==> config.mk <==
export PLATFORM = sky130hd
export DESIGN_NAME = pdm_capture_cic_flat
export DESIGN_NICKNAME = d
export VERILOG_FILES = /design/src/rtl/pdm_capture_cic_pkg.sv /design/src/rtl/pdm_capture_cic_if.sv /design/src/rtl/pdm_capture_cic_channel.sv /design/src/rtl/pdm_capture_cic.sv /design/src/flat_wrapper.sv
export SDC_FILE = /design/constraint.sdc
export NUM_CORES = 2
export LEC_CHECK = 0
export BUFFER_PORTS_ARGS = -buffer_cell sky130_fd_sc_hd__clkbuf_2
export CAP_MARGIN = 20
export CELL_PAD_IN_SITES_DETAIL_PLACEMENT = 1
export CELL_PAD_IN_SITES_GLOBAL_PLACEMENT = 1
export CORE_MARGIN = 3
export CORE_UTILIZATION = 55
export CTS_CLUSTER_DIAMETER = 200
export DETAILED_ROUTE_END_ITERATION = 6
export PLACE_DENSITY = 0.85
export SKIP_CTS_REPAIR_TIMING = 1
export SLEW_MARGIN = 20
export SYNTH_ARGS = -nofsm -noshare
export SYNTH_HDL_FRONTEND = slang
export SYNTH_SLANG_ARGS = --single-unit
==> constraint.sdc <==
create_clock -name clk -period 11.8 [get_ports clk]
set_input_delay 2.36 -clock clk [delete_from_list [all_inputs] [get_ports clk]]
set_output_delay 2.36 -clock clk [all_outputs]
set_load 0.005 [all_outputs]
==> src/rtl/pdm_capture_cic_pkg.sv <==
// Shared types and helpers for the PDM capture / CIC decimator slice.
package pdm_pkg;

    localparam int unsigned PCM_MAX_WIDTH = 32;

    typedef enum logic {
        LEFT  = 1'b0,
        RIGHT = 1'b1
    } chan_t;

    // PCM is stored zero-extended; only the low DATA_WIDTH bits are meaningful.
    typedef struct packed {
        chan_t                    chan;
        logic [PCM_MAX_WIDTH-1:0] pcm;
    } fifo_entry_t;

    function automatic int unsigned cic_width(input int unsigned order, input int unsigned decim);
        return order * $clog2(decim) + 2;
    endfunction

endpackage

==> src/rtl/pdm_capture_cic_if.sv <==
// PCM sample stream: head-of-FIFO sample with valid/ready handshake.
interface pdm_capture_cic_if #(
    parameter int unsigned DATA_WIDTH = 16
) ();
    logic signed [DATA_WIDTH-1:0] pcm_data;
    logic                         pcm_chan;
    logic                         pcm_valid;
    logic                         pcm_ready;

    modport master (output pcm_data, pcm_chan, pcm_valid, input pcm_ready);
    modport slave  (input pcm_data, pcm_chan, pcm_valid, output pcm_ready);
endinterface

==> src/rtl/pdm_capture_cic_channel.sv <==
// One CIC decimation channel: integrators at the tick rate, combs at the
// decimated rate, then scaling with saturation and settle suppression.
module pdm_cic_channel
    import pdm_pkg::*;
#(
    parameter int unsigned DECIM      = 64,
    parameter int unsigned CIC_ORDER  = 4,
    parameter int unsigned DATA_WIDTH = 16
) (
    input  logic                         clk,
    input  logic                         rst_n,
    input  logic                         clear,
    input  logic                         tick,
    input  logic                         dump,
    input  logic                         bit_in,
    output logic signed [DATA_WIDTH-1:0] pcm,
    output logic                         pcm_valid
);
    localparam int unsigned W     = cic_width(CIC_ORDER, DECIM);
    localparam int unsigned SHIFT = W - 1 - DATA_WIDTH;
    localparam int unsigned SW    = $clog2(CIC_ORDER + 1);

    typedef logic signed [W-1:0] acc_t;

    localparam acc_t PCM_MAX = acc_t'({{(SHIFT + 2){1'b0}}, {(DATA_WIDTH - 1){1'b1}}});
    localparam acc_t PCM_MIN = acc_t'({{(SHIFT + 2){1'b1}}, {(DATA_WIDTH - 1){1'b0}}});

    acc_t                         integ    [CIC_ORDER];
    acc_t                         comb_dly [CIC_ORDER];
    acc_t                         comb_tap [CIC_ORDER];
    acc_t                         comb_acc;
    acc_t                         shifted;
    acc_t                         x_in;
    logic signed [DATA_WIDTH-1:0] sat_pcm;
    logic [SW-1:0]                settle_cnt;

    assign x_in = bit_in ? acc_t'(1) : '1;

    // Comb chain reads the last integrator before this tick's update.
    always_comb begin
        comb_acc = integ[CIC_ORDER-1];
        for (int unsigned k = 0; k < CIC_ORDER; k++) begin
            comb_tap[k] = comb_acc;
            comb_acc    = comb_acc - comb_dly[k];
        end
        shifted = comb_acc >>> SHIFT;
        if (shifted > PCM_MAX)
            sat_pcm = PCM_MAX[DATA_WIDTH-1:0];
        else if (shifted < PCM_MIN)
            sat_pcm = PCM_MIN[DATA_WIDTH-1:0];
        else
            sat_pcm = shifted[DATA_WIDTH-1:0];
    end

    always_ff @(posedge clk or negedge rst_n) begin
        if (!rst_n) begin
            for (int unsigned k = 0; k < CIC_ORDER; k++) begin
                integ[k]    <= '0;
                comb_dly[k] <= '0;
            end
            settle_cnt <= '0;
            pcm        <= '0;
            pcm_valid  <= 1'b0;
        end else if (clear) begin
            for (int unsigned k = 0; k < CIC_ORDER; k++) begin
                integ[k]    <= '0;
                comb_dly[k] <= '0;
            end
            settle_cnt <= '0;
            pcm_valid  <= 1'b0;
        end else begin
            pcm_valid <= 1'b0;
            if (tick) begin
                integ[0] <= integ[0] + x_in;
                for (int unsigned k = 1; k < CIC_ORDER; k++)
                    integ[k] <= integ[k] + integ[k-1];
                if (dump) begin
                    for (int unsigned k = 0; k < CIC_ORDER; k++)
                        comb_dly[k] <= comb_tap[k];
                    if (settle_cnt == SW'(CIC_ORDER)) begin
                        pcm_valid <= 1'b1;
                        pcm       <= sat_pcm;
                    end else begin
                        settle_cnt <= settle_cnt + 1'b1;
                    end
                end
            end
        end
    end

endmodule

==> src/rtl/pdm_capture_cic.sv <==
// PDM microphone capture: clock divider, per-channel CIC decimation and an
// output FIFO with sticky overrun.
module pdm_capture_cic
    import pdm_pkg::*;
#(
    parameter int unsigned CLK_DIV    = 32,
    parameter int unsigned DECIM      = 64,
    parameter int unsigned CIC_ORDER  = 4,
    parameter int unsigned DATA_WIDTH = 16,
    parameter int unsigned STEREO     = 1,
    parameter int unsigned FIFO_DEPTH = 8
) (
    input  logic                     clk,
    input  logic                     rst_n,
    input  logic                     enable,
    output logic                     pdm_clk,
    input  logic                     pdm_data,
    pdm_capture_cic_if.master        pcm,
    output logic                     overrun,
    input  logic                     clear_overrun
);
    localparam int unsigned DIV_W = $clog2(CLK_DIV);
    localparam int unsigned DEC_W = $clog2(DECIM);
    localparam int unsigned PTR_W = $clog2(FIFO_DEPTH);

    localparam logic [DIV_W-1:0] DIV_HALF    = DIV_W'(CLK_DIV / 2);
    localparam logic [DIV_W-1:0] DIV_HALF_M1 = DIV_W'(CLK_DIV / 2 - 1);
    localparam logic [DIV_W-1:0] DIV_LAST    = DIV_W'(CLK_DIV - 1);

    logic [DIV_W-1:0] div_cnt, div_next;
    logic [DEC_W-1:0] decim_cnt;
    logic             tick_l, tick_r, dump_l, dump_r, decim_adv, decim_last;

    always_comb div_next = (div_cnt == DIV_LAST) ? '0 : div_cnt + 1'b1;

    // pdm_clk is registered from the next count so it tracks div_cnt exactly.
    always_ff @(posedge clk or negedge rst_n) begin
        if (!rst_n) begin
            div_cnt <= '0;
            pdm_clk <= 1'b0;
        end else if (!enable) begin
            div_cnt <= '0;
            pdm_clk <= 1'b0;
        end else begin
            div_cnt <= div_next;
            pdm_clk <= (div_next < DIV_HALF);
        end
    end

    assign tick_l     = enable && (div_cnt == DIV_HALF_M1);
    assign tick_r     = (STEREO != 0) && enable && (div_cnt == DIV_LAST);
    assign decim_adv  = (STEREO != 0) ? tick_r : tick_l;
    assign decim_last = (decim_cnt == '1);
    assign dump_l     = tick_l && decim_last;
    assign dump_r     = tick_r && decim_last;

    always_ff @(posedge clk or negedge rst_n) begin
        if (!rst_n)
            decim_cnt <= '0;
        else if (!enable)
            decim_cnt <= '0;
        else if (decim_adv)
            decim_cnt <= decim_cnt + 1'b1;
    end

    logic signed [DATA_WIDTH-1:0] pcm_l, pcm_r;
    logic                         vld_l, vld_r;

    pdm_cic_channel #(
        .DECIM      (DECIM),
        .CIC_ORDER  (CIC_ORDER),
        .DATA_WIDTH (DATA_WIDTH)
    ) u_left (
        .clk       (clk),
        .rst_n     (rst_n),
        .clear     (!enable),
        .tick      (tick_l),
        .dump      (dump_l),
        .bit_in    (pdm_data),
        .pcm       (pcm_l),
        .pcm_valid (vld_l)
    );

    generate
        if (STEREO != 0) begin : g_right
            pdm_cic_channel #(
                .DECIM      (DECIM),
                .CIC_ORDER  (CIC_ORDER),
                .DATA_WIDTH (DATA_WIDTH)
            ) u_right (
                .clk       (clk),
                .rst_n     (rst_n),
                .clear     (!enable),
                .tick      (tick_r),
                .dump      (dump_r),
                .bit_in    (pdm_data),
                .pcm       (pcm_r),
                .pcm_valid (vld_r)
            );
        end else begin : g_mono
            assign pcm_r = '0;
            assign vld_r = 1'b0;
        end
    endgenerate

    fifo_entry_t             mem [FIFO_DEPTH];
    fifo_entry_t             push_entry;
    logic [PTR_W:0]          wr_ptr, rd_ptr;
    logic                    empty, full, push_req, push_ok, pop, drop;

    assign empty    = (wr_ptr == rd_ptr);
    assign full     = ((wr_ptr - rd_ptr) == (PTR_W + 1)'(FIFO_DEPTH));
    assign push_req = vld_l || vld_r;
    assign pop      = pcm.pcm_valid && pcm.pcm_ready;
    assign push_ok  = push_req && (!full || pop);
    assign drop     = push_req && full && !pop;

    always_comb begin
        push_entry      = '0;
        push_entry.chan = vld_r ? RIGHT : LEFT;
        push_entry.pcm[DATA_WIDTH-1:0] = vld_r ? pcm_r : pcm_l;
    end

    always_ff @(posedge clk) begin
        if (push_ok)
            mem[wr_ptr[PTR_W-1:0]] <= push_entry;
    end

    always_ff @(posedge clk or negedge rst_n) begin
        if (!rst_n) begin
            wr_ptr  <= '0;
            rd_ptr  <= '0;
            overrun <= 1'b0;
        end else begin
            if (push_ok)
                wr_ptr <= wr_ptr + 1'b1;
            if (pop)
                rd_ptr <= rd_ptr + 1'b1;
            if (drop)
                overrun <= 1'b1;
            else if (clear_overrun)
                overrun <= 1'b0;
        end
    end

    assign pcm.pcm_valid = !empty;
    assign pcm.pcm_data  = empty ? '0 : mem[rd_ptr[PTR_W-1:0]].pcm[DATA_WIDTH-1:0];
    assign pcm.pcm_chan  = empty ? 1'b0 : (mem[rd_ptr[PTR_W-1:0]].chan == RIGHT);

endmodule

==> src/flat_wrapper.sv <==
// flat-port wrapper written by rule: the top's interface ports become plain ports
module pdm_capture_cic_flat import pdm_pkg::*;
#(
    parameter int unsigned CLK_DIV    = 32,
    parameter int unsigned DECIM      = 64,
    parameter int unsigned CIC_ORDER  = 4,
    parameter int unsigned DATA_WIDTH = 16,
    parameter int unsigned STEREO     = 1,
    parameter int unsigned FIFO_DEPTH = 8
)
  (clk, rst_n, enable, pdm_clk, pdm_data, overrun, clear_overrun, pcm_pcm_data, pcm_pcm_chan, pcm_pcm_valid, pcm_pcm_ready);
  pdm_capture_cic_if #(.DATA_WIDTH(DATA_WIDTH)) pcm_i ();
  input  logic clk;
  input  logic rst_n;
  input  logic enable;
  output logic pdm_clk;
  input  logic pdm_data;
  output logic overrun;
  input  logic clear_overrun;
  output wire logic [$bits(pcm_i.pcm_data)-1:0] pcm_pcm_data;
  output wire logic [$bits(pcm_i.pcm_chan)-1:0] pcm_pcm_chan;
  output wire logic [$bits(pcm_i.pcm_valid)-1:0] pcm_pcm_valid;
  input wire logic [$bits(pcm_i.pcm_ready)-1:0] pcm_pcm_ready;
  assign pcm_pcm_data = pcm_i.pcm_data;
  assign pcm_pcm_chan = pcm_i.pcm_chan;
  assign pcm_pcm_valid = pcm_i.pcm_valid;
  assign pcm_i.pcm_ready = pcm_pcm_ready;
  pdm_capture_cic #(.CLK_DIV(CLK_DIV), .DECIM(DECIM), .CIC_ORDER(CIC_ORDER), .DATA_WIDTH(DATA_WIDTH), .STEREO(STEREO), .FIFO_DEPTH(FIFO_DEPTH)) u_core (.clk(clk), .rst_n(rst_n), .enable(enable), .pdm_clk(pdm_clk), .pdm_data(pdm_data), .pcm(pcm_i), .overrun(overrun), .clear_overrun(clear_overrun));
endmodule
== After elaboration in Yosys (flattened, before gate mapping) ==
Memories as Yosys holds them, arrays and structs flattened.
Index checks and enable logic that the tools add are counted.

* Word-level logic and storage cells: 134
* Bits in writable memories: 136
* Output and inout port bits: 20
* Memories kept: 1
* Input bits: 6
* Register bits: 477

{| class="wikitable"
|+ Memory list
! memory !! depth !! width !! rd ports !! clocked after memory_dff !! write ports !! RTL line !! RTL
|-
| u_core.mem || 8 || 17 || 1 || 0 || 1 || pdm_capture_cic.sv:106 || <nowiki>fifo_entry_t mem [FIFO_DEPTH];</nowiki>
|}

* Order comparisons: 5
* $add $sub $neg: 23
* Reduce and logical (&&, ||, !) cells: 20
* Muxes and demuxes: 44
* Eq/ne operators: 13

{| class="wikitable"
|+ Operators with widths
! operator !! number
|-
| $mux 104 || 10
|-
| $add 26x26->26 || 8
|-
| $sub 26x26->26 || 8
|-
| $mux 16 || 6
|-
| $gt 17x16->1 const B || 2
|-
| $lt 17x16->1 const B || 2
|-
| $mux 26 || 1
|-
| $mux 3 || 8
|-
| $mux 1 || 15
|-
| $mux 6 || 2
|-
| $mux 5 || 2
|-
| $add 4x1->4 const B || 2
|-
| $logic_and 1x1->1 || 8
|-
| $ne 2x1->1 const B || 4
|-
| $reduce_and 4->1 || 2
|-
| $add 3x1->3 const B || 2
|-
| $add 6x1->6 const B || 1
|-
| $eq 3x3->1 const B || 2
|-
| $eq 6x6->1 const B || 1
|-
| $reduce_and 3->1 || 2
|-
| $add 5x1->5 const B || 1
|-
| $eq 5x4->1 const B || 1
|-
| $eq 5x5->1 const B || 1
|-
| $lt 5x5->1 const B || 1
|-
| other kinds (8) || 13
|}

== Depth between registers and ports, before layout ==
* Depth after elaboration: 7
* Depth in mapped cells: 43
* Gate-level depth less buffers: 42

== Cells and area by module ==
A second synthesis with hierarchy kept.

* Cells, all modules: 4248
* Area, all modules: 41847.6 um^2

{| class="wikitable"
|+ By module, submodules not included
! module !! times used !! area each (um^2) !! cells an instance !! seq. area each (um^2)
|-
| pdm_cic_channel at u_core.u_left || 1 || 17803.3 || 1977 || 5705.5
|-
| pdm_cic_channel at u_core.g_right.u_right || 1 || 17544.3 || 1902 || 5705.5
|-
| pdm_capture_cic || 1 || 6500.0 || 369 || 4609.4
|}

== Least setup slack after synthesis ==
OpenSTA, ideal clock, no wires.

* Kind: reg2reg
* Start: reg u_core.u_left.integ (netlist bit u_core.u_left.comb_tap[79])
* End: reg u_core.u_left.pcm[10]
* Path slack: 3.912 ns
* Stages on the path, launching flop included: 37
* Buffers on the path: 1
* Library setup time: 0.083 ns
* Arrival: 7.806 ns
* Period minus slack after synthesis: 7.888 ns
* Data required time: 11.717 ns
* Cell sequence: dfrtp_1 ha_1 nor2b_1 o31a_1 o21ai_0 nand2b_1 a21o_1 a21oi_1 xnor2_1 ha_1 a21oi_1 o21ai_0 a21o_1 a21oi_1 o21ai_0 xor2_1 ha_1 and4_1 a221o_1 a2111oi_0 nor3_1 a21o_1 a21oi_1 xnor2_1 ha_1 a21o_1 a211o_1 or4_1 o21ai_0 o21ai_0 a31oi_1 o21bai_1 xnor2_1 xnor2_1 clkbuf_1 a21oi_1 o22ai_1

* Cells in the longest elaborated chain, start to end: 7
* Elaborated cells between the ends (all ways): 8
* Those cells by class: add/sub (4); order compare (2); mux (2)

{| class="wikitable"
|+ RTL lines
! item !! RTL line !! RTL
|-
| start: declaration || pdm_capture_cic_channel.sv:28 || <nowiki>acc_t integ [CIC_ORDER];</nowiki>
|-
| start signal: indexed assignment || pdm_capture_cic_channel.sv:76 || <nowiki>integ[k] <= integ[k] + integ[k-1];</nowiki>
|-
| $sub 26x26->26 * (4 in a row) || pdm_capture_cic_channel.sv:44 || <nowiki>comb_acc = comb_acc - comb_dly[k];</nowiki>
|-
| $lt 17x16->1 || pdm_capture_cic_channel.sv:49 || <nowiki>else if (shifted < PCM_MIN)</nowiki>
|-
| $mux 16 || pdm_capture_cic_channel.sv:49 ||
|-
| $mux 16 * || pdm_capture_cic_channel.sv:47 || <nowiki>if (shifted > PCM_MAX)</nowiki>
|-
| end signal: assignment || pdm_capture_cic_channel.sv:82 || <nowiki>pcm <= sat_pcm;</nowiki>
|-
| end: declaration || pdm_capture_cic_channel.sv:16 || <nowiki>output logic signed [DATA_WIDTH-1:0] pcm,</nowiki>
|}

Every way passes the cells marked *; elsewhere a longest branch is shown, timed or not.
A chain may end at the register's enable or synchronous reset.

== Final worst setup path ==
* Start: reg u_core.g_right.u_right.integ (netlist bit u_core.g_right.u_right.comb_tap[78])
* End: reg u_core.g_right.u_right.pcm[12]

* Cells in the longest elaborated chain, start to end: 7
* Elaborated cells between the ends (all ways): 8
* Those cells by class: add/sub (4); order compare (2); mux (2)

{| class="wikitable"
|+ RTL lines
! item !! RTL line
|-
| start: declaration || pdm_capture_cic_channel.sv:28
|-
| start signal: indexed assignment || pdm_capture_cic_channel.sv:76
|-
| $sub 26x26->26 * (4 in a row) || pdm_capture_cic_channel.sv:44
|-
| $lt 17x16->1 || pdm_capture_cic_channel.sv:49
|-
| $mux 16 || pdm_capture_cic_channel.sv:49
|-
| $mux 16 * || pdm_capture_cic_channel.sv:47
|-
| end signal: assignment || pdm_capture_cic_channel.sv:82
|-
| end: declaration || pdm_capture_cic_channel.sv:16
|}

Marks and branches as above.

==> out/metrics.sh <==
MAX_CAP_VIOL_COUNT=0
FINAL_NETS=4904
GLOBALROUTE.TOTALOVERFLOW=0
DRT_FIRST_ITER_VIOLATIONS=1894
NUM-FILL-CELLS=8283
SHARE_OF_LAYOUT_CELLS_ABOVE_DRIVE_STRENGTH_1_PCT=5.78
CPMOSTUSEDCELL='sky130_fd_sc_hd__nor2_1'
GRT_SETUP_UNREPAIRED='no'
CPMAXSTAGEDELAYCELL='sky130_fd_sc_hd__nor2_1'
WORST_IR_DROP_VDD_uV=100
FINALSETUPVIOLATIONS=0
SYNTH_AREA_PER_CELL_SQ_UM=9.25
TRACK_USAGE_PCT=27.2
CP_STARTPOINT_KIND='register'
TOTAL_LEAKAGE_POWER_nW=20.1
FINAL.MIN_CLOCK_PERIOD_PS=9300
CLOCK_POWER_SHARE_PCT=45.0
YS.FLOP_TYPE='sky130_fd_sc_hd__dfrtp_1'
NETLIST_AREA_SQ_MM=0.0414
OUTCOME='completed'
VIAS=32700
GRT_MAX_DEGREE=152
CLKLATENCYLATEPIN_PS=660
SYNTHESIS.YOSYS.WARNINGS=0
NUMBER_OF_LEVELS_THE_H_TREE_WAS_SPLIT_INTO=3
PORT_BUFFERS=25
CTS-ROOT-BUF='sky130_fd_sc_hd__clkbuf_16'
FIN_WORST_SKEW_PS=40.5
P_PER_AREA_mW_PER_MM2=110
DIE_AR_SQ_MM=0.0786
IOPINCOUNT=26
GRT_PASS1_VIAS=35100
CRIT_PATH_MAX_INCR_DELAY_PS=630
RELATIVE_SLEW_SLACK_PCT=26.1
SYN_INST=4475
SWITCHING_SHARE_PCT=26.8
WORST_SLEW_PIN_SLEW_PS=1110
TIMING.CRITICAL_PATH.FANOUT_MAX=11
CRIT_PATH_END_KIND='register'
WL_MM=107
CRITICAL_PATH_CLASS='reg -> reg'
GPL.FINAL_WEIGHTED_CONGESTION=0.785
PLACED_CELLS_INCL_TAPS=5356
CLOCK.FMAX_MHz=108
POWER_REPORT.INTERNAL_TOTAL_W=0.00364
ANTENNA_VIOLATIONS_BEFORE_REPAIR=0
TNS_PS=0
WORST-ENDPOINT-ARRIVAL_PS=9760
TIMING.HOLD.WORST.CLASS='reg -> reg'
FLOORPLAN.DIE.HEIGHT_UM=280
HOLD_VIOLATIONS=0
GRT_FIRST_PASS_WIRELENGTH_MM=178
COUNT_OF_FLIP_FLOPS_WITH_A_BUILT_IN_ENABLE_AFTER_SYNTHESIS=136
SYN_NETS=4904
DRT-WIRELENGTH-PER-CELL_UM=19.5
CTS_TREE='built'
COMB_POWER_SHARE_PCT=11.2
CTS_INSERTED_BUFFERS=71
MIN_PERIOD_OVER_PERIOD_PCT=78.8
DIEWIDTH_UM=280
DP_HPWL_MM=72.7
FINALNONFILLERCELLS=5491
SLEW_VIOLS_FINAL=0
CLK_PIN_SLEW_PS=60
AREA_GROWTH_PCT=8.83
YS_SEQ_AREA_SHARE_PCT=38.7
YS_ASYNC_SR_FRACTION_PCT=77.8
CTS_NUM_SINKS=613
CTS_MAX_PATH_BUFFERS=3
DR.PASS1.ITERS=6
VIAS_PER_CELL=5.96
POSTSYNTHREGISTERBITS=613
NETSWITCHINGPOWER_W=0.00133
CORE_REGION_AREA_SQ_MM=0.0737
WORST_EP_REQUIRED_TIME_PS=12260
FINAL_ANTENNA_NET_COUNT=0
TOTAL_NUMBER_OF_PLACEMENT_ROWS=99
INITIAL_UTILIZATION_PCT=56.2
SHARE_SEQ_OF_TOTAL_POWER_PCT=43.8
UNIQUE_MASTERS_POST_SYNTH=80
DETAIL_ROUTE.DRC_VIOLATIONS=0
RRSETUPSLACK_PS=2500
[Yosys cell counts, types with 24 or more instances]
| master | count | area [sq um] |
|---|---|---|
| sky130_fd_sc_hd__edfxtp_1 | 136 | 4080 |
| sky130_fd_sc_hd__clkbuf_1 | 118 | 443 |
| sky130_fd_sc_hd__o21a_1 | 43 | 323 |
| sky130_fd_sc_hd__xnor2_1 | 214 | 1870 |
| sky130_fd_sc_hd__a21oi_1 | 374 | 1870 |
| sky130_fd_sc_hd__nand2_1 | 476 | 1790 |
| sky130_fd_sc_hd__or3_1 | 25 | 156 |
| sky130_fd_sc_hd__o21bai_1 | 63 | 473 |
| sky130_fd_sc_hd__nor2_1 | 397 | 1490 |
| sky130_fd_sc_hd__and2_1 | 32 | 200 |
| sky130_fd_sc_hd__nor2b_1 | 51 | 319 |
| sky130_fd_sc_hd__xor2_1 | 126 | 1100 |
| sky130_fd_sc_hd__mux2i_1 | 155 | 1550 |
| sky130_fd_sc_hd__dfrtp_1 | 477 | 11900 |
| sky130_fd_sc_hd__and3_1 | 27 | 169 |
| sky130_fd_sc_hd__nand3_1 | 55 | 275 |
| sky130_fd_sc_hd__inv_1 | 334 | 1250 |
| sky130_fd_sc_hd__nand2b_1 | 54 | 338 |
| sky130_fd_sc_hd__ha_1 | 409 | 5120 |
| sky130_fd_sc_hd__nor3_1 | 74 | 370 |
| sky130_fd_sc_hd__o21ai_0 | 310 | 1550 |
| sky130_fd_sc_hd__nand4_1 | 24 | 150 |
| sky130_fd_sc_hd__a21o_1 | 124 | 931 |
| sky130_fd_sc_hd__a211oi_1 | 51 | 383 |
| sky130_fd_sc_hd__mux4_2 | 34 | 766 |
| sky130_fd_sc_hd__a31oi_1 | 35 | 219 |
[logic make-up (layout without fill, tap and decap cells)]
group	Yosys count	count (layout)	synth area share, %
AND/OR/NAND/NOR	1263	1263	13.5
AO/OA/AOI/OAI	1170	1170	17.3
flip-flops	613	613	38.7
buffers and inverters	467	523	4.24
adder cells (fa/ha/maj)	426	426	13.1
XOR/XNOR	343	343	7.34
multiplexers	193	193	5.71
other	0	1	0
[metrics by stage]
stage	instance area, sq um	hold WS, ps	power (W)	setup slack [ps]	utilization [%]
after floorplan	41400	433	0.00255	3910	-
after global placement	42600	448	0.00273	2960	57.8
after detailed placement	42600	460	0.00276	2510	57.8
after CTS	45000	468	0.00500	2260	61.0
after global routing	45000	500	0.00515	1570	61.1
final	45000	467	0.00497	2500	61.1
[registers in the layout, summed over array words and instances, names as in the netlist, 4 cells and up]
| register | cells |
|---|---|
| u_core.decim_cnt | 6 |
| u_core.div_cnt | 5 |
| u_core.g_right.u_right.comb_dly | 104 |
| u_core.g_right.u_right.comb_tap | 26 |
| u_core.g_right.u_right.integ | 78 |
| u_core.g_right.u_right.pcm | 16 |
| u_core.mem | 136 |
| u_core.rd_ptr | 4 |
| u_core.u_left.comb_dly | 104 |
| u_core.u_left.comb_tap | 26 |
| u_core.u_left.integ | 78 |
| u_core.u_left.pcm | 16 |
| u_core.wr_ptr | 4 |
[layer usage]
layer	share of wire (%)	wire (um)	track usage (%)	up-vias
li1	-	-	-	15800
met1	44	47200	34.2	16300
met2	50	53900	49.3	508
met3	3.1	3360	3.25	187
met4	2.4	2570	8.06	0
met5	0	0	0	-
[final timing paths]
path | from | endpoint | cells past startpoint
max | u_core.g_right.u_right.comb_tap[78]$_DFFE_PN0P_ | u_core.g_right.u_right.pcm[12]$_DFFE_PN0P_ | 42
min | u_core.div_cnt[0]$_DFF_PN0_ | u_core.div_cnt[0]$_DFF_PN0_ | 1
max reg2reg | u_core.g_right.u_right.comb_tap[78]$_DFFE_PN0P_ | u_core.g_right.u_right.pcm[12]$_DFFE_PN0P_ | 42
min reg2reg | u_core.div_cnt[0]$_DFF_PN0_ | u_core.div_cnt[0]$_DFF_PN0_ | 1
max in group asynchronous | rst_n | u_core.g_right.u_right.comb_dly[74]$_DFFE_PN0P_ | 2
min in group asynchronous | rst_n | u_core.g_right.u_right.comb_dly[0]$_DFFE_PN0P_ | 1
[cell type report]
class	instances	area, sq um	share of cell area, %
timing repair buffer	58	428	0.950
clock inverter	33	377	0.836
sequential	613	16000	35.6
multi-input combinational	3395	23800	52.7
inverter	336	1270	2.82
clock buffer	96	1990	4.42
tap	959	1200	2.66
antenna	1	2.50	0.00556
[critical path, delay by kind of cell (launching register included)]
| family | cells | cell delay, ps |
|---|---|---|
| AO/OA/AOI/OAI | 16 | 3680 |
| XOR/XNOR | 3 | 520 |
| adder cells (fa/ha/maj) | 5 | 1660 |
| buffers and inverters | 2 | 160 |
| flip-flops | 1 | 400 |
| AND/OR/NAND/NOR | 16 | 2700 |
[power groups by stage]
stage          clock network (W)  logic [W]  registers [W]
4_1_cts                  0.00227   0.000556        0.00218
6_report                 0.00224   0.000554        0.00218
2_1_floorplan                  0   0.000334        0.00222
3_5_place_dp                   0   0.000546        0.00222
5_1_grt                  0.00237   0.000604        0.00218
3_3_place_gp                   0   0.000514        0.00222
[placed cells by master (no fill, tap or decap), drive strengths merged, types with 14 or more instances in the layout]
cell | synthesis | final
buf | 13 | 34
fa | 14 | 14
inv | 335 | 339
edfxtp | 136 | 136
nand2 | 476 | 476
a21o | 124 | 124
nand4 | 24 | 24
and2 | 32 | 32
o21a | 43 | 43
mux2i | 155 | 155
nand3 | 55 | 55
or2 | 17 | 17
o31ai | 19 | 19
a21oi | 374 | 374
o21ai | 315 | 315
clkbuf | 118 | 120
o21bai | 63 | 63
a31oi | 35 | 35
o22ai | 21 | 21
or3 | 25 | 25
and3 | 27 | 27
xnor2 | 215 | 215
nand2b | 54 | 54
nor3 | 74 | 74
dfrtp | 477 | 477
nor2 | 398 | 398
xor2 | 126 | 126
mux4 | 34 | 34
clkinv | 1 | 24
nor2b | 51 | 51
a22o | 14 | 14
ha | 409 | 409
a211oi | 51 | 51
(Power assumes the default switching activity.)
